`config.mk`:
```
export PLATFORM = sky130hd
export DESIGN_NAME = imem_dmem_arbiter_flat
export DESIGN_NICKNAME = d
export VERILOG_FILES = /design/src/rtl/imem_dmem_arbiter_if.sv /design/src/rtl/imem_dmem_arbiter.sv /design/src/flat_wrapper.sv
export SDC_FILE = /design/constraint.sdc
export NUM_CORES = 1
export LEC_CHECK = 0
export ABC_AREA = 1
export BUFFER_PORTS_ARGS = -buffer_cell sky130_fd_sc_hd__buf_4
export CAP_MARGIN = 20
export CORE_AREA = 2 2 104 106
export CTS_BUF_LIST = sky130_fd_sc_hd__clkbuf_4 sky130_fd_sc_hd__clkbuf_8 sky130_fd_sc_hd__clkbuf_16
export CTS_CLUSTER_DIAMETER = 200
export DETAILED_ROUTE_END_ITERATION = 10
export DIE_AREA = 0 0 106 108
export PLACE_DENSITY = 0.72
export SLEW_MARGIN = 20
export SYNTH_ARGS = -nofsm -noshare
export SYNTH_HDL_FRONTEND = slang
export SYNTH_SLANG_ARGS = --single-unit
```
`constraint.sdc`:
```
create_clock -name clock -period 4 [get_ports clock]
set_clock_uncertainty 0.2 [all_clocks]
set_input_delay 0.4 -clock clock [delete_from_list [all_inputs] [get_ports clock]]
set_output_delay 0.4 -clock clock [all_outputs]
set_load 0.01 [all_outputs]
```
`src/rtl/imem_dmem_arbiter_if.sv`:
```
// Fetch/data handshake of the core plus the unified memory bus, as seen by imem_dmem_arbiter.
// master is the arbiter's view; slave is the view of the core and memory around it.
interface imem_dmem_arbiter_if;
  logic [29:0] InstMem_Address;
  logic        InstMem_Read;
  logic [31:0] InstMem_In;
  logic        InstMem_Ready;

  logic [29:0] DataMem_Address;
  logic        DataMem_Read;
  logic [3:0]  DataMem_Write;
  logic [31:0] DataMem_Out;
  logic [31:0] DataMem_In;
  logic        DataMem_Ready;

  logic [29:0] Mem_Address;
  logic        Mem_Read;
  logic [3:0]  Mem_Write;
  logic [31:0] Mem_WriteData;
  logic [31:0] Mem_ReadData;
  logic        Mem_Ready;

  logic        Bus_Error;

  modport master (
    input  InstMem_Address, InstMem_Read,
    input  DataMem_Address, DataMem_Read, DataMem_Write, DataMem_Out,
    input  Mem_ReadData, Mem_Ready,
    output InstMem_In, InstMem_Ready,
    output DataMem_In, DataMem_Ready,
    output Mem_Address, Mem_Read, Mem_Write, Mem_WriteData,
    output Bus_Error
  );

  modport slave (
    output InstMem_Address, InstMem_Read,
    output DataMem_Address, DataMem_Read, DataMem_Write, DataMem_Out,
    output Mem_ReadData, Mem_Ready,
    input  InstMem_In, InstMem_Ready,
    input  DataMem_In, DataMem_Ready,
    input  Mem_Address, Mem_Read, Mem_Write, Mem_WriteData,
    input  Bus_Error
  );
endinterface

```
`src/rtl/imem_dmem_arbiter.sv`:
```
// Shares one single-ported word memory between instruction fetch and data accesses.
// Define MEM_TIMEOUT_EN to build the Mem_Ready watchdog that drives Bus_Error.
module imem_dmem_arbiter #(
  parameter int STARVE_LIMIT   = 4,
  parameter int TIMEOUT_CYCLES = 256
) (
  input  logic                clock,
  input  logic                reset,
  imem_dmem_arbiter_if.master bus
);

  localparam int                  STARVE_W   = $clog2(STARVE_LIMIT + 1);
  localparam logic [STARVE_W-1:0] STARVE_MAX = STARVE_W'(STARVE_LIMIT);
  localparam logic [31:0]         ERR_DATA   = 32'hDEADBEEF;

  if (STARVE_LIMIT < 1 || TIMEOUT_CYCLES < 1) begin : g_bad_params
    $error("imem_dmem_arbiter: STARVE_LIMIT and TIMEOUT_CYCLES must be at least 1");
  end

  typedef enum logic [1:0] {
    IDLE,
    GNT_I,
    GNT_D
  } state_e;

  state_e              state_q, state_d;
  logic [STARVE_W-1:0] starve_q, starve_d;
  logic [29:0]         addr_q, addr_d;
  logic                rd_q, rd_d;
  logic [3:0]          wr_q, wr_d;
  logic [31:0]         wdata_q, wdata_d;

  logic ireq, dreq;
  logic timeout, done;
  logic grant_i, grant_d;

  assign ireq = bus.InstMem_Read;
  assign dreq = bus.DataMem_Read | (bus.DataMem_Write != 4'b0000);
  assign done = (state_q != IDLE) && (bus.Mem_Ready || timeout);

`ifdef MEM_TIMEOUT_EN
  localparam int                 TIMER_W    = $clog2(TIMEOUT_CYCLES + 1);
  localparam logic [TIMER_W-1:0] TIMER_LAST = TIMER_W'(TIMEOUT_CYCLES - 1);

  logic [TIMER_W-1:0] timer_q, timer_d;

  // Counts cycles spent in the current grant; fires in the TIMEOUT_CYCLES-th one.
  assign timeout = (state_q != IDLE) && !bus.Mem_Ready && (timer_q == TIMER_LAST);

  always_comb begin
    timer_d = '0;
    if ((state_q != IDLE) && !done) timer_d = timer_q + 1'b1;
  end

  always_ff @(posedge clock or posedge reset) begin
    if (reset) timer_q <= '0;
    else       timer_q <= timer_d;
  end
`else
  assign timeout = 1'b0;
`endif

  // A completing port still holds its request, so only the other port may take a direct handoff.
  always_comb begin
    grant_i = 1'b0;
    grant_d = 1'b0;
    unique case (state_q)
      IDLE: begin
        if (dreq && !(ireq && (starve_q == STARVE_MAX))) grant_d = 1'b1;
        else if (ireq)                                   grant_i = 1'b1;
      end
      GNT_I:   grant_d = done && !timeout && dreq;
      GNT_D:   grant_i = done && !timeout && ireq;
      default: ;
    endcase
  end

  always_comb begin
    state_d  = state_q;
    starve_d = starve_q;
    addr_d   = addr_q;
    rd_d     = rd_q;
    wr_d     = wr_q;
    wdata_d  = wdata_q;

    if (done) begin
      state_d = IDLE;
      rd_d    = 1'b0;
      wr_d    = 4'b0000;
    end

    if (grant_i) begin
      state_d  = GNT_I;
      addr_d   = bus.InstMem_Address;
      rd_d     = 1'b1;
      wr_d     = 4'b0000;
      starve_d = '0;
    end else if (grant_d) begin
      state_d = GNT_D;
      addr_d  = bus.DataMem_Address;
      wr_d    = bus.DataMem_Write;
      rd_d    = bus.DataMem_Read && (bus.DataMem_Write == 4'b0000);
      wdata_d = bus.DataMem_Out;
      if (ireq && (starve_q != STARVE_MAX)) starve_d = starve_q + 1'b1;
    end
  end

  always_ff @(posedge clock or posedge reset) begin
    if (reset) begin
      state_q  <= IDLE;
      starve_q <= '0;
      addr_q   <= '0;
      rd_q     <= 1'b0;
      wr_q     <= 4'b0000;
      wdata_q  <= '0;
    end else begin
      state_q  <= state_d;
      starve_q <= starve_d;
      addr_q   <= addr_d;
      rd_q     <= rd_d;
      wr_q     <= wr_d;
      wdata_q  <= wdata_d;
    end
  end

  assign bus.Mem_Address   = addr_q;
  assign bus.Mem_Read      = rd_q;
  assign bus.Mem_Write     = wr_q;
  assign bus.Mem_WriteData = wdata_q;

  assign bus.InstMem_Ready = (state_q == GNT_I) && done;
  assign bus.DataMem_Ready = (state_q == GNT_D) && done;
  assign bus.InstMem_In    = (timeout && (state_q == GNT_I)) ? ERR_DATA : bus.Mem_ReadData;
  assign bus.DataMem_In    = (timeout && (state_q == GNT_D)) ? ERR_DATA : bus.Mem_ReadData;
  assign bus.Bus_Error     = timeout;

endmodule
```
`src/flat_wrapper.sv`:
```
// flat-port wrapper written by rule: the top's interface ports become plain ports
module imem_dmem_arbiter_flat 
#(
  parameter int STARVE_LIMIT   = 4,
  parameter int TIMEOUT_CYCLES = 256
)
  (clock, reset, bus_InstMem_Address, bus_InstMem_Read, bus_DataMem_Address, bus_DataMem_Read, bus_DataMem_Write, bus_DataMem_Out, bus_Mem_ReadData, bus_Mem_Ready, bus_InstMem_In, bus_InstMem_Ready, bus_DataMem_In, bus_DataMem_Ready, bus_Mem_Address, bus_Mem_Read, bus_Mem_Write, bus_Mem_WriteData, bus_Bus_Error);
  imem_dmem_arbiter_if bus_i ();
  input  logic clock;
  input  logic reset;
  input wire logic [$bits(bus_i.InstMem_Address)-1:0] bus_InstMem_Address;
  input wire logic [$bits(bus_i.InstMem_Read)-1:0] bus_InstMem_Read;
  input wire logic [$bits(bus_i.DataMem_Address)-1:0] bus_DataMem_Address;
  input wire logic [$bits(bus_i.DataMem_Read)-1:0] bus_DataMem_Read;
  input wire logic [$bits(bus_i.DataMem_Write)-1:0] bus_DataMem_Write;
  input wire logic [$bits(bus_i.DataMem_Out)-1:0] bus_DataMem_Out;
  input wire logic [$bits(bus_i.Mem_ReadData)-1:0] bus_Mem_ReadData;
  input wire logic [$bits(bus_i.Mem_Ready)-1:0] bus_Mem_Ready;
  output wire logic [$bits(bus_i.InstMem_In)-1:0] bus_InstMem_In;
  output wire logic [$bits(bus_i.InstMem_Ready)-1:0] bus_InstMem_Ready;
  output wire logic [$bits(bus_i.DataMem_In)-1:0] bus_DataMem_In;
  output wire logic [$bits(bus_i.DataMem_Ready)-1:0] bus_DataMem_Ready;
  output wire logic [$bits(bus_i.Mem_Address)-1:0] bus_Mem_Address;
  output wire logic [$bits(bus_i.Mem_Read)-1:0] bus_Mem_Read;
  output wire logic [$bits(bus_i.Mem_Write)-1:0] bus_Mem_Write;
  output wire logic [$bits(bus_i.Mem_WriteData)-1:0] bus_Mem_WriteData;
  output wire logic [$bits(bus_i.Bus_Error)-1:0] bus_Bus_Error;
  assign bus_i.InstMem_Address = bus_InstMem_Address;
  assign bus_i.InstMem_Read = bus_InstMem_Read;
  assign bus_i.DataMem_Address = bus_DataMem_Address;
  assign bus_i.DataMem_Read = bus_DataMem_Read;
  assign bus_i.DataMem_Write = bus_DataMem_Write;
  assign bus_i.DataMem_Out = bus_DataMem_Out;
  assign bus_i.Mem_ReadData = bus_Mem_ReadData;
  assign bus_i.Mem_Ready = bus_Mem_Ready;
  assign bus_InstMem_In = bus_i.InstMem_In;
  assign bus_InstMem_Ready = bus_i.InstMem_Ready;
  assign bus_DataMem_In = bus_i.DataMem_In;
  assign bus_DataMem_Ready = bus_i.DataMem_Ready;
  assign bus_Mem_Address = bus_i.Mem_Address;
  assign bus_Mem_Read = bus_i.Mem_Read;
  assign bus_Mem_Write = bus_i.Mem_Write;
  assign bus_Mem_WriteData = bus_i.Mem_WriteData;
  assign bus_Bus_Error = bus_i.Bus_Error;
  imem_dmem_arbiter #(.STARVE_LIMIT(STARVE_LIMIT), .TIMEOUT_CYCLES(TIMEOUT_CYCLES)) u_core (.clock(clock), .reset(reset), .bus(bus_i));
endmodule
```
==> results.sh <==
export IMPL_post_route_period_util=0.621
export IMPL_p_leak_nw=2.55
export IMPL_antenna_found_initial=0
export IMPL_synth_top_family_by_area="simple AND/OR/NAND/NOR gates"
export IMPL_hold_slack_ps=49.9
export IMPL_synth_simple_area_share=0.303
export IMPL_grt_max_degree=72
export IMPL_clk_pin_slew_ps=80
export IMPL_track_usage=0.164
export IMPL_yosysSeqAreaShare=0.487
export IMPL_vias=3180
export IMPL_critical_path_top_delay_family="buffers and inverters"
export IMPL_startpoint_type="flip-flop"
export IMPL_num_nets_final=676
export IMPL_drtIter0Drc=234
export IMPL_drc=0
export IMPL_syn_nets=579
export IMPL_worstSetupPathDepth=8
export IMPL_switchingPower_w=0.00153
export IMPL_core_area_um2=10200
export IMPL_hold_viol=0
export IMPL_status="finished clean"
export IMPL_tns_ps=0
export IMPL_yosys_area_share_xor_xnor=0
export IMPL_min_path_cells=3
export IMPL_hold_class="in -> reg"
export IMPL_die_area_um2=11400
export IMPL_clock_power_share=0.142
export IMPL_detailed_place_hpwl_um=6830
export IMPL_io_pins=267
export IMPL_dieWidth_um=106
export IMPL_pwr_share_seq=0.362
export IMPL_cts_setup_buffers=0
export IMPL_syn_cell_area_um2=3700
export IMPL_layout_cells_non_filler=682
export IMPL_yosysWarningCount=0
export IMPL_antenna_cells=0
export IMPL_grt_overflow_total=0
export IMPL_rsz0062_at_grt="false"
export IMPL_cts_inserted_buffers=9
export IMPL_yosys_area_top_type="dfrtp_1"
export IMPL_arrival_ps=2500
export IMPL_holdBufCountCts=0
export IMPL_first_pass_iters=4
export IMPL_max_stage_delay_ps=670
export IMPL_root_buffer="clkbuf_8"
export IMPL_fill_cells=1016
export IMPL_required_ps=4020
export IMPL_synth_area_leaders="dfrtp_1 49%, nand2_1 18%, buf_4 13%, nand3_1 8.1%, buf_6 3.0%"
export IMPL_final_max_slew_viol_count=0
export IMPL_gp_congestion=0.749
export IMPL_worstSetupPathType="reg -> reg"
export IMPL_clk_latency_ps=340
export IMPL_grt_pass1_vias=3063
export IMPL_wl_um=9510
export IMPL_cts_tree="yes"
export IMPL_synthAdderAreaFrac=0.00677
export IMPL_via_per_inst=4.66
export IMPL_num_rows=37
export IMPL_crit_chain="inv_1 > ha_1 > nand3_1 > nand2_1 > o21ai_2 > nand2_2 > clkinv_2 > o31ai_1"
export IMPL_slew_headroom=0.373
export IMPL_syn_to_final_growth_pct=26.8
export IMPL_power_frac_comb=0.496
export IMPL_clock_sinks=72
export IMPL_powerDensity_nw_per_um2=782
export IMPL_fmax_ghz=0.403
export IMPL_drive_gt1_frac=0.368
export IMPL_irDropWorstVdd_uv=358
export IMPL_wire_per_inst_um=13.9
export IMPL_slowest_stage="clkinv_2"
export IMPL_synth_compound_area_share=0.0115
export IMPL_drv_cap=0
export IMPL_avgSynthCellArea_um2=8.33
export IMPL_synth_top_area_frac=0.487
export IMPL_synth_cell_type_count=21
export IMPL_netlist_instances=444
export IMPL_h_tree_depth=3
export IMPL_power_w=0.00367
export IMPL_period_needed_ps=2480
export IMPL_utilization=0.458
export IMPL_cp_end_kind="flip-flop"
export IMPL_synth_seq_cells=72
export IMPL_setup_viol=0
export IMPL_synthMuxAreaShare=0
export IMPL_die_y_um=108
export IMPL_io_buffers=169
export IMPL_grt_pass1_wl_um=15000
export IMPL_r2r_cells=8
export IMPL_clockBufferDepth=2
export IMPL_postRouteAntennaNets=0
export IMPL_worstPathMaxFanout=67
export IMPL_tightest_slew_ps=938
export IMPL_switching_share=0.417
export IMPL_initial_utilization=0.362
export IMPL_place_inst=666
export IMPL_cts_resized_gates=0
export IMPL_p_int_w=0.00214
export IMPL_cp_num_buf_inv=2
==> area by class of cell <==
class	instances	area (um2)	share of cell area
Multi-Input combinational cell	272	1190	0.254
Timing Repair Buffer	172	1290	0.275
Clock buffer	10	138	0.0293
Clock inverter	6	42.5	0.00907
Inverter	14	53.8	0.0115
Sequential cell	72	1800	0.384
Tap cell	136	170	0.0363
==> power by group through the flow <==
stage / Sequential, W / Clock [W] / Combinational, W
after floorplan: 0.00146 / 0 / 0.00103
after global placement: 0.00133 / 0 / 0.00179
final: 0.00133 / 0.000523 / 0.00182
after global routing: 0.00137 / 0.000571 / 0.00204
after detailed placement: 0.00134 / 0 / 0.00185
after CTS: 0.00133 / 0.000545 / 0.00185
==> registers in the layout, indices dropped and copies added, names as in the netlist <==
register / count
u_core.bus.Mem_WriteData: 32
u_core.bus.Mem_Address: 30
u_core.bus.Mem_Write: 4
u_core.starve_q: 3
u_core.state_q: 2
u_core.bus.Mem_Read: 1
==> cells in the mapped netlist <==
master,n
dfrtp_1,72
buf_6,10
inv_2,1
a21oi_1,1
conb_1,1
clkbuf_1,3
nand3_1,60
nand4_1,7
o21ai_2,1
buf_2,8
ha_1,2
nand2_1,178
o21ai_0,1
nor2_1,10
nand3_2,4
inv_1,13
buf_4,65
nand2_2,2
a21oi_4,1
o31ai_1,1
nor2_2,3
==> through the flow <==
stage | worst slack (ps) | instance area, um2
finish | 1520 | 4690
CTS | 1690 | 4690
floorplan | 1580 | 3700
global placement | 1710 | 4510
detailed placement | 1680 | 4510
global route | 1230 | 4690
==> metal layers <==
layer	wire length (um)	vias to the layer above	global-route usage
li1	-	1519	-
met1	3700	1479	0.188
met2	4730	166	0.289
met3	928	16	0.0500
met4	149	0	0.0630
met5	0	-	0
==> worst min-delay path, cell delays in order <==
cell     delay [ps]
buf_4            80
nand2_1          40
nand2_1          40
==> cell families after synthesis <==
| family | after synthesis |
|---|---|
| AOI/OAI and AO/OA | 5 |
| adders and majority gates | 2 |
| buffers and inverters | 100 |
| DFF | 72 |
| other | 1 |
| and+or+nand+nor | 264 |
==> layout by cell type (no fill, tap or decap) <==
master / netlist / routed
nand2_1: 178 / 178
buf_4: 65 / 172
dfrtp_1: 72 / 72
nand3_1: 60 / 60
inv_1: 13 / 12
nor2_1: 10 / 10
clkbuf_8: 0 / 10
nand4_1: 7 / 7
nand3_2: 4 / 4
nor2_2: 3 / 3
clkinv_2: 0 / 3
nand2_2: 2 / 2
ha_1: 2 / 2
clkinvlp_4: 0 / 2
o21ai_2: 1 / 1
o31ai_1: 1 / 1
a21oi_4: 1 / 1
a21oi_1: 1 / 1
o21ai_0: 1 / 1
inv_2: 1 / 1
conb_1: 1 / 1
inv_6: 0 / 1
clkinv_4: 0 / 1
==> path summary, 6_finish.rpt <==
| path | to | slack [ps] | startpoint |
|---|---|---|---|
| max in group asynchronous | u_core.starve_q[2]$_DFFE_PP0P_ | 2590 | reset |
| min in group asynchronous | u_core.bus.Mem_WriteData[9]$_DFFE_PP0P_ | 70 | reset |
| setup / recovery | u_core.state_q[0]$_DFFE_PP0P_ | 1520 | u_core.starve_q[0]$_DFFE_PP0P_ |
| hold / removal | u_core.bus.Mem_WriteData[9]$_DFFE_PP0P_ | 50 | bus_DataMem_Out[9] |
| setup reg to reg | u_core.state_q[0]$_DFFE_PP0P_ | 1520 | u_core.starve_q[0]$_DFFE_PP0P_ |
| hold reg to reg | u_core.bus.Mem_WriteData[22]$_DFFE_PP0P_ | 280 | u_core.bus.Mem_WriteData[22]$_DFFE_PP0P_ |
No activity file was read; power rests on OpenSTA's default activity.
